==> config.mk <==
export PLATFORM = sky130hd
export DESIGN_NAME = cmos_i2c_sched_flat
export DESIGN_NICKNAME = d
export VERILOG_FILES = /design/src/rtl/cmos_i2c_sched_if.sv /design/src/rtl/cmos_i2c_sched.sv /design/src/flat_wrapper.sv
export SDC_FILE = /design/constraint.sdc
export NUM_CORES = 1
export LEC_CHECK = 0
export ABC_AREA = 1
export BUFFER_PORTS_ARGS = -buffer_cell sky130_fd_sc_hd__buf_4
export CAP_MARGIN = 30
export CORE_ASPECT_RATIO = 1.4
export CORE_MARGIN = 3
export CORE_UTILIZATION = 46
export DETAILED_ROUTE_END_ITERATION = 12
export HOLD_SLACK_MARGIN = 0.1
export PLACE_DENSITY_LB_ADDON = 0.08
export SYNTH_ARGS = -nofsm -noshare
export SYNTH_HDL_FRONTEND = slang
export SYNTH_SLANG_ARGS = --single-unit
==> constraint.sdc <==
create_clock -name clk_25M -period 3.6 [get_ports clk_25M]
set_clock_uncertainty 0.15 [all_clocks]
set_input_delay 0.36 -clock clk_25M [delete_from_list [all_inputs] [get_ports clk_25M]]
set_output_delay 0.36 -clock clk_25M [all_outputs]
set_load 0.03 [all_outputs]
==> src/rtl/cmos_i2c_sched_if.sv <==
// Handshake bundle between the SCCB scheduler (master) and the i2c_com style write engine (slave).
interface cmos_i2c_sched_if;
  localparam int unsigned DATA_W = 32;

  logic              eng_start;
  logic [DATA_W-1:0] eng_data;
  logic              eng_tr_end;
  logic              eng_nack;

  modport master (output eng_start, output eng_data, input eng_tr_end, input eng_nack);
  modport slave  (input eng_start, input eng_data, output eng_tr_end, output eng_nack);
endinterface

==> src/rtl/cmos_i2c_sched.sv <==
// cmos_i2c_sched: shares one OV5640 SCCB write engine between the boot register table and a
// runtime host write port, inserts the settle delay after a software-reset write, counts NACKs.
// Optional feature macro: CMOS_SCHED_RETRY_EN (re-issue NACKed words up to MAX_RETRY times).
module cmos_i2c_sched #(
  parameter logic [7:0]  DEV_ADDR      = 8'h78,
  parameter int unsigned TABLE_LEN     = 253,
  parameter int unsigned RST_DELAY_CYC = 125000,
  parameter int unsigned GAP_CYC       = 4
`ifdef CMOS_SCHED_RETRY_EN
  , parameter int unsigned MAX_RETRY   = 3
`endif
) (
  input  logic             clk_25M,
  input  logic             camera_rstn,
  input  logic             initial_en,
  output logic [8:0]       tbl_index,
  input  logic [23:0]      tbl_data,
  output logic             cfg_done,
  input  logic             host_valid,
  input  logic [23:0]      host_data,
  output logic             host_ready,
  output logic             host_err,
  output logic [7:0]       err_cnt,
  cmos_i2c_sched_if.master eng
);

  localparam int unsigned IDX_W   = 9;
  localparam int unsigned WORD_W  = 24;
  localparam int unsigned CNT_MAX = (RST_DELAY_CYC > GAP_CYC) ? RST_DELAY_CYC : GAP_CYC;
  localparam int unsigned CNT_W   = (CNT_MAX > 1) ? $clog2(CNT_MAX + 1) : 1;

  typedef enum logic [2:0] {IDLE, LOAD, ISSUE, WAIT_END, RELEASE, DELAY, GAP} state_t;
  typedef enum logic {SRC_TABLE, SRC_HOST} src_t;

  state_t             state, state_nx;
  src_t               src, src_nx;
  logic [WORD_W-1:0]  word, word_nx;
  logic [CNT_W-1:0]   cnt, cnt_nx;
  logic               nack_q, nack_nx;
  logic               init_seen, init_seen_nx;
  logic [IDX_W-1:0]   tbl_index_nx;
  logic               cfg_done_nx, host_ready_nx, host_err_nx;
  logic [7:0]         err_cnt_nx;
  logic               eng_start_q, eng_start_nx;
  logic [31:0]        eng_data_q, eng_data_nx;
  logic               rst_word_c, final_nack_c, retry_c;

  assign eng.eng_start = eng_start_q;
  assign eng.eng_data  = eng_data_q;

  // Sensor software reset: register 0x3008 with bit 7 set needs the settle delay.
  assign rst_word_c = (eng_data_q[23:8] == 16'h3008) && eng_data_q[7];

`ifdef CMOS_SCHED_RETRY_EN
  localparam int unsigned RTY_W = (MAX_RETRY > 0) ? $clog2(MAX_RETRY + 1) : 1;
  logic [RTY_W-1:0] retry_cnt, retry_cnt_nx;

  // Per-word attempt counter; cleared whenever a new word is taken.
  always_ff @(posedge clk_25M or negedge camera_rstn) begin
    if (!camera_rstn) retry_cnt <= '0;
    else              retry_cnt <= retry_cnt_nx;
  end

  assign final_nack_c = nack_q && (retry_cnt == RTY_W'(MAX_RETRY));
  assign retry_c      = nack_q && !final_nack_c;
`else
  assign final_nack_c = nack_q;
  assign retry_c      = 1'b0;
`endif

  // State and datapath registers.
  always_ff @(posedge clk_25M or negedge camera_rstn) begin
    if (!camera_rstn) begin
      state       <= IDLE;
      src         <= SRC_TABLE;
      word        <= '0;
      cnt         <= '0;
      nack_q      <= 1'b0;
      init_seen   <= 1'b0;
      tbl_index   <= '0;
      cfg_done    <= 1'b0;
      host_ready  <= 1'b0;
      host_err    <= 1'b0;
      err_cnt     <= '0;
      eng_start_q <= 1'b0;
      eng_data_q  <= '0;
    end else begin
      state       <= state_nx;
      src         <= src_nx;
      word        <= word_nx;
      cnt         <= cnt_nx;
      nack_q      <= nack_nx;
      init_seen   <= init_seen_nx;
      tbl_index   <= tbl_index_nx;
      cfg_done    <= cfg_done_nx;
      host_ready  <= host_ready_nx;
      host_err    <= host_err_nx;
      err_cnt     <= err_cnt_nx;
      eng_start_q <= eng_start_nx;
      eng_data_q  <= eng_data_nx;
    end
  end

  // Next-state and next-output logic for the sequencer.
  always_comb begin
    state_nx     = state;
    src_nx       = src;
    word_nx      = word;
    cnt_nx       = cnt;
    nack_nx      = nack_q;
    init_seen_nx = init_seen | initial_en;
    tbl_index_nx = tbl_index;
    cfg_done_nx  = cfg_done;
    host_err_nx  = 1'b0;
    err_cnt_nx   = err_cnt;
    eng_start_nx = eng_start_q;
    eng_data_nx  = eng_data_q;
`ifdef CMOS_SCHED_RETRY_EN
    retry_cnt_nx = retry_cnt;
`endif

    case (state)
      IDLE: begin
        if (!cfg_done && (init_seen || initial_en)) begin
          if (TABLE_LEN == 0) begin
            cfg_done_nx = 1'b1;
          end else begin
            src_nx   = SRC_TABLE;
            state_nx = LOAD;
          end
`ifdef CMOS_SCHED_RETRY_EN
          retry_cnt_nx = '0;
`endif
        end else if (cfg_done && host_valid) begin
          word_nx  = host_data;
          src_nx   = SRC_HOST;
          state_nx = LOAD;
`ifdef CMOS_SCHED_RETRY_EN
          retry_cnt_nx = '0;
`endif
        end
      end
      LOAD: begin
        eng_data_nx = {DEV_ADDR, (src == SRC_HOST) ? word : tbl_data};
        state_nx    = ISSUE;
      end
      ISSUE: begin
        eng_start_nx = 1'b1;
        state_nx     = WAIT_END;
      end
      WAIT_END: begin
        if (eng.eng_tr_end) begin
          nack_nx      = eng.eng_nack;
          eng_start_nx = 1'b0;
          state_nx     = RELEASE;
        end
      end
      RELEASE: begin
        if (!eng.eng_tr_end) begin
          cnt_nx = '0;
          if (rst_word_c && !nack_q) begin
            state_nx = DELAY;
          end else begin
            state_nx = GAP;
            if (final_nack_c) begin
              err_cnt_nx  = (err_cnt == 8'hFF) ? err_cnt : err_cnt + 8'd1;
              host_err_nx = (src == SRC_HOST);
            end
          end
        end
      end
      DELAY: begin
        if (cnt == CNT_W'(RST_DELAY_CYC - 1)) begin
          cnt_nx   = '0;
          state_nx = GAP;
        end else begin
          cnt_nx = cnt + CNT_W'(1);
        end
      end
      GAP: begin
        if (cnt == CNT_W'(GAP_CYC - 1)) begin
          cnt_nx = '0;
          if (retry_c) begin
            state_nx = LOAD;
`ifdef CMOS_SCHED_RETRY_EN
            retry_cnt_nx = retry_cnt + RTY_W'(1);
`endif
          end else if (src == SRC_HOST) begin
            state_nx = IDLE;
          end else if (tbl_index == IDX_W'(TABLE_LEN - 1)) begin
            cfg_done_nx = 1'b1;
            state_nx    = IDLE;
          end else begin
            tbl_index_nx = tbl_index + IDX_W'(1);
            state_nx     = LOAD;
`ifdef CMOS_SCHED_RETRY_EN
            retry_cnt_nx = '0;
`endif
          end
        end else begin
          cnt_nx = cnt + CNT_W'(1);
        end
      end
      default: state_nx = IDLE;
    endcase

    host_ready_nx = cfg_done_nx && (state_nx == IDLE);
  end

endmodule
==> src/flat_wrapper.sv <==
// flat-port wrapper written by rule: the top's interface ports become plain ports
module cmos_i2c_sched_flat 
#(
  parameter logic [7:0]  DEV_ADDR      = 8'h78,
  parameter int unsigned TABLE_LEN     = 253,
  parameter int unsigned RST_DELAY_CYC = 125000,
  parameter int unsigned GAP_CYC       = 4

)
  (clk_25M, camera_rstn, initial_en, tbl_index, tbl_data, cfg_done, host_valid, host_data, host_ready, host_err, err_cnt, eng_eng_start, eng_eng_data, eng_eng_tr_end, eng_eng_nack);
  cmos_i2c_sched_if eng_i ();
  input  logic clk_25M;
  input  logic camera_rstn;
  input  logic initial_en;
  output logic [8:0] tbl_index;
  input  logic [23:0] tbl_data;
  output logic cfg_done;
  input  logic host_valid;
  input  logic [23:0] host_data;
  output logic host_ready;
  output logic host_err;
  output logic [7:0] err_cnt;
  output wire logic [$bits(eng_i.eng_start)-1:0] eng_eng_start;
  output wire logic [$bits(eng_i.eng_data)-1:0] eng_eng_data;
  input wire logic [$bits(eng_i.eng_tr_end)-1:0] eng_eng_tr_end;
  input wire logic [$bits(eng_i.eng_nack)-1:0] eng_eng_nack;
  assign eng_eng_start = eng_i.eng_start;
  assign eng_eng_data = eng_i.eng_data;
  assign eng_i.eng_tr_end = eng_eng_tr_end;
  assign eng_i.eng_nack = eng_eng_nack;
  cmos_i2c_sched #(.DEV_ADDR(DEV_ADDR), .TABLE_LEN(TABLE_LEN), .RST_DELAY_CYC(RST_DELAY_CYC), .GAP_CYC(GAP_CYC)) u_core (.clk_25M(clk_25M), .camera_rstn(camera_rstn), .initial_en(initial_en), .tbl_index(tbl_index), .tbl_data(tbl_data), .cfg_done(cfg_done), .host_valid(host_valid), .host_data(host_data), .host_ready(host_ready), .host_err(host_err), .err_cnt(err_cnt), .eng(eng_i));
endmodule
==> out/results.ini <==
[logic_synthesis]
synth-edff-count = 0
syn_inst = 565
synth-warning-count = 0
synth_common_cells = 150 x nand2_1, 93 x dfrtp_1, 58 x inv_1
yosysTopAreaCell = dfrtp_1
synth_seq_cells = 93
synth-async-reset-ratio_pct = 100.0
yosysSeqAreaShare_pct = 48.88
netlist.area_leader.share_pct = 48.88
ys_types = 41
syn_area_mm2 = 0.004761
post-synth-top-count-cell = nand2_1
synth-main-ff-cell = dfrtp_1
ys_top_cells_by_area = dfrtp_1 49%, nand2_1 12%, inv_1 4.6%
syn_avg_cell_area_um2 = 8.426

[critical_path]
cp_max_fo = 26
startpoint = u_core.state[1]$_DFF_PN0_
max_stage_delay_ns = 0.51
cp-start-kind = flip-flop
arrival_ns = 2.24
cpMaxStageDelayCell = dfrtp_1
path_class = flip-flop to flip-flop
endpoint_kind = flip-flop
path_cells = nor2_2 -> nand2_2 -> nor2_4 -> inv_2 -> nand2_1 -> nand2_1
cp_common_cell = nand2_1
r2r_start = u_core.state[1]$_DFF_PN0_
crit_required_ns = 3.68

[place]
dp_hpwl_um = 8213
place_inst = 784
portBuffers = 102
place_congestion = 0.8417
post-place-ws_ns = 1.398

[min_path]
hp-class = input pin to flip-flop
worstHoldStart = tbl_data[2]

[pwr]
power_mw = 3.880
p_sw_share_pct = 39.20
p_clk_share_pct = 24.8
leakagePower_nw = 3.030
p_sw_mw = 1.521
power.density_mw_per_mm2 = 630.6
p_comb_share_pct = 37.1
vdd_ir_drop_max_v = 0.0003740
p_int_mw = 2.359
p_seq_share_pct = 38.1

[global_route]
overflow = 0
grt_use_met3_pct = 2.669
grt_pass1_vias = 4093
grt_antenna_before_repair = 0
track_usage_pct = 19.88
met2_usage_pct = 35.71
grt_start_max_net_pins = 50
use_met1_pct = 23.09
grt_busiest_layer = met2
grt_pass1_wl_um = 18690

[layout]
fin_cells = 825
antennaDiodeCount = 0
fin_util_pct = 61.48
syn2layout_area_growth_pct = 29.22
drive_above_1_share_pct = 25.94
fin_nets = 744

[cts]
postCtsHoldBufs = 26
clk_latency_ns = 0.34
clockBufferDepth = 2
cts_repair_resize_count = 0
cts-root-buf = clkbuf_16
cts_tree = built
numCtsBuffers = 9
cts_setup_buffers = 0
clock_sinks = 93
clk_pin_slew_worst_paths_ns = 0.06
htree_levels = 3

[route]
dr.pass1.iters = 4
drc = 0
ant_nets = 0
drt-vias-per-instance = 4.890
wl_um = 11160
via_count = 4034
drt_iter0_drc = 128
wl_per_cell_um = 13.52

[sta]
finalSetupViolations = 0
setup_slack_ns = 1.438
finalCritPeriodShare_pct = 60.05
min_period_ns = 2.162
tightest_slew_ns = 0.6648
slew_headroom_pct = 55.53
timing.setup.tns_ns = 0
fmax_mhz = 462.5
hold_viol = 0
rsz0062_at_grt = false
maxSlewViolCount = 0

[floorplanning]
ios = 107
dieArea_mm2 = 0.01162
die_x_um = 91.98
die_h_um = 126.4
rows = 43
initial_utilization_pct = 47.57
core_area_mm2 = 0.01001

[run]
max_cap_violations = 0

[outcome]
status = finished clean

## kinds of logic (layout without fill, tap and decap cells)
kind of cell / count (synthesis) / count (layout) / synth area share, %
AO/OA/AOI/OAI: 69 / 69 / 8.778
XOR/XNOR: 20 / 20 / 3.679
adder cells (fa/ha/maj): 4 / 4 / 1.051
buffers and inverters: 89 / 211 / 8.305
flip-flops: 93 / 93 / 48.88
other: 1 / 4 / 0.07877
AND/OR/NAND/NOR: 289 / 289 / 29.22
## state kept, by name, indices dropped and copies added, names as in the netlist
name / cells
u_core.state: 3
u_core.tbl_index: 9
u_core.host_err: 1
u_core.eng.eng_start: 1
u_core.init_seen: 1
u_core.word: 24
u_core.src: 1
u_core.cnt: 17
u_core.final_nack_c: 1
u_core.host_ready: 1
u_core.eng.eng_data: 25
u_core.cfg_done: 1
u_core.err_cnt: 8
## power by group through the flow
stage	combinational, mW	sequential [mW]	clock (mW)
after detailed placement	1.43	1.49	0
after CTS	1.46	1.48	0.989
after global routing	1.58	1.51	1.03
final	1.44	1.48	0.963
after floorplan	0.662	1.77	0
after global placement	1.41	1.49	0
## final timing paths
path | end | slack, ns | depth (start not counted)
setup reg to reg | u_core.word[22]$_DFFE_PN0P_ | 1.44 | 6
hold / removal | u_core.eng.eng_data[2]$_DFFE_PN0P_ | 0.12 | 3
max in group asynchronous | u_core.err_cnt[7]$_DFFE_PN0P_ | 2.20 | 3
setup / recovery | u_core.word[22]$_DFFE_PN0P_ | 1.44 | 6
hold reg to reg | u_core.word[8]$_DFFE_PN0P_ | 0.32 | 2
min in group asynchronous | u_core.cnt[7]$_DFFE_PN0P_ | 0.43 | 2
## routing by layer
layer,part of all wire [%],vias to the layer above
li1,-,2025
met1,40,1910
met2,55,76
met3,2.7,23
met4,2.8,0
met5,0,-
## cell type report
cell class	count	area (µm²)
Tap cell	135	168.9
Clock inverter	3	45.04
Multi-Input combinational cell	386	2049
Sequential cell	93	2327
Timing Repair Buffer	131	1061
Fill cell	928	3855
Clock buffer	12	256.5
Inverter	65	244.0
## stage by stage
stage	hold WS [ns]	instance area [µm²]
floorplan	-0.08559	4772
global placement	0.2582	5590
detailed placement	0.2610	5590
CTS	0.1071	6152
global route	0.1181	6152
finish	0.1208	6152
## cells in the final DEF, fill, tap and decap left out, types with 6 or more instances in the layout
cell and instances:
inv_2 6, nor2_1 47, nor3_1 8, a21oi_1 9, or2_2 25, o211ai_1 24
xor2_1 16, buf_4 104, nand3_1 20, dlygate4sd3_1 26, nor3_2 7, nor2_4 6
nand2_1 150, nand4_1 6, o21ai_0 28, inv_1 58, clkbuf_16 9, dfrtp_1 93
## critical path: cells and delay by family (launching register included)
family                 cells  cell delay, ns
and+or+nand+nor            5            1.02
DFF                        1            0.51
buffers and inverters      1            0.36
Note: power is estimated with default switching activity, not from simulation.
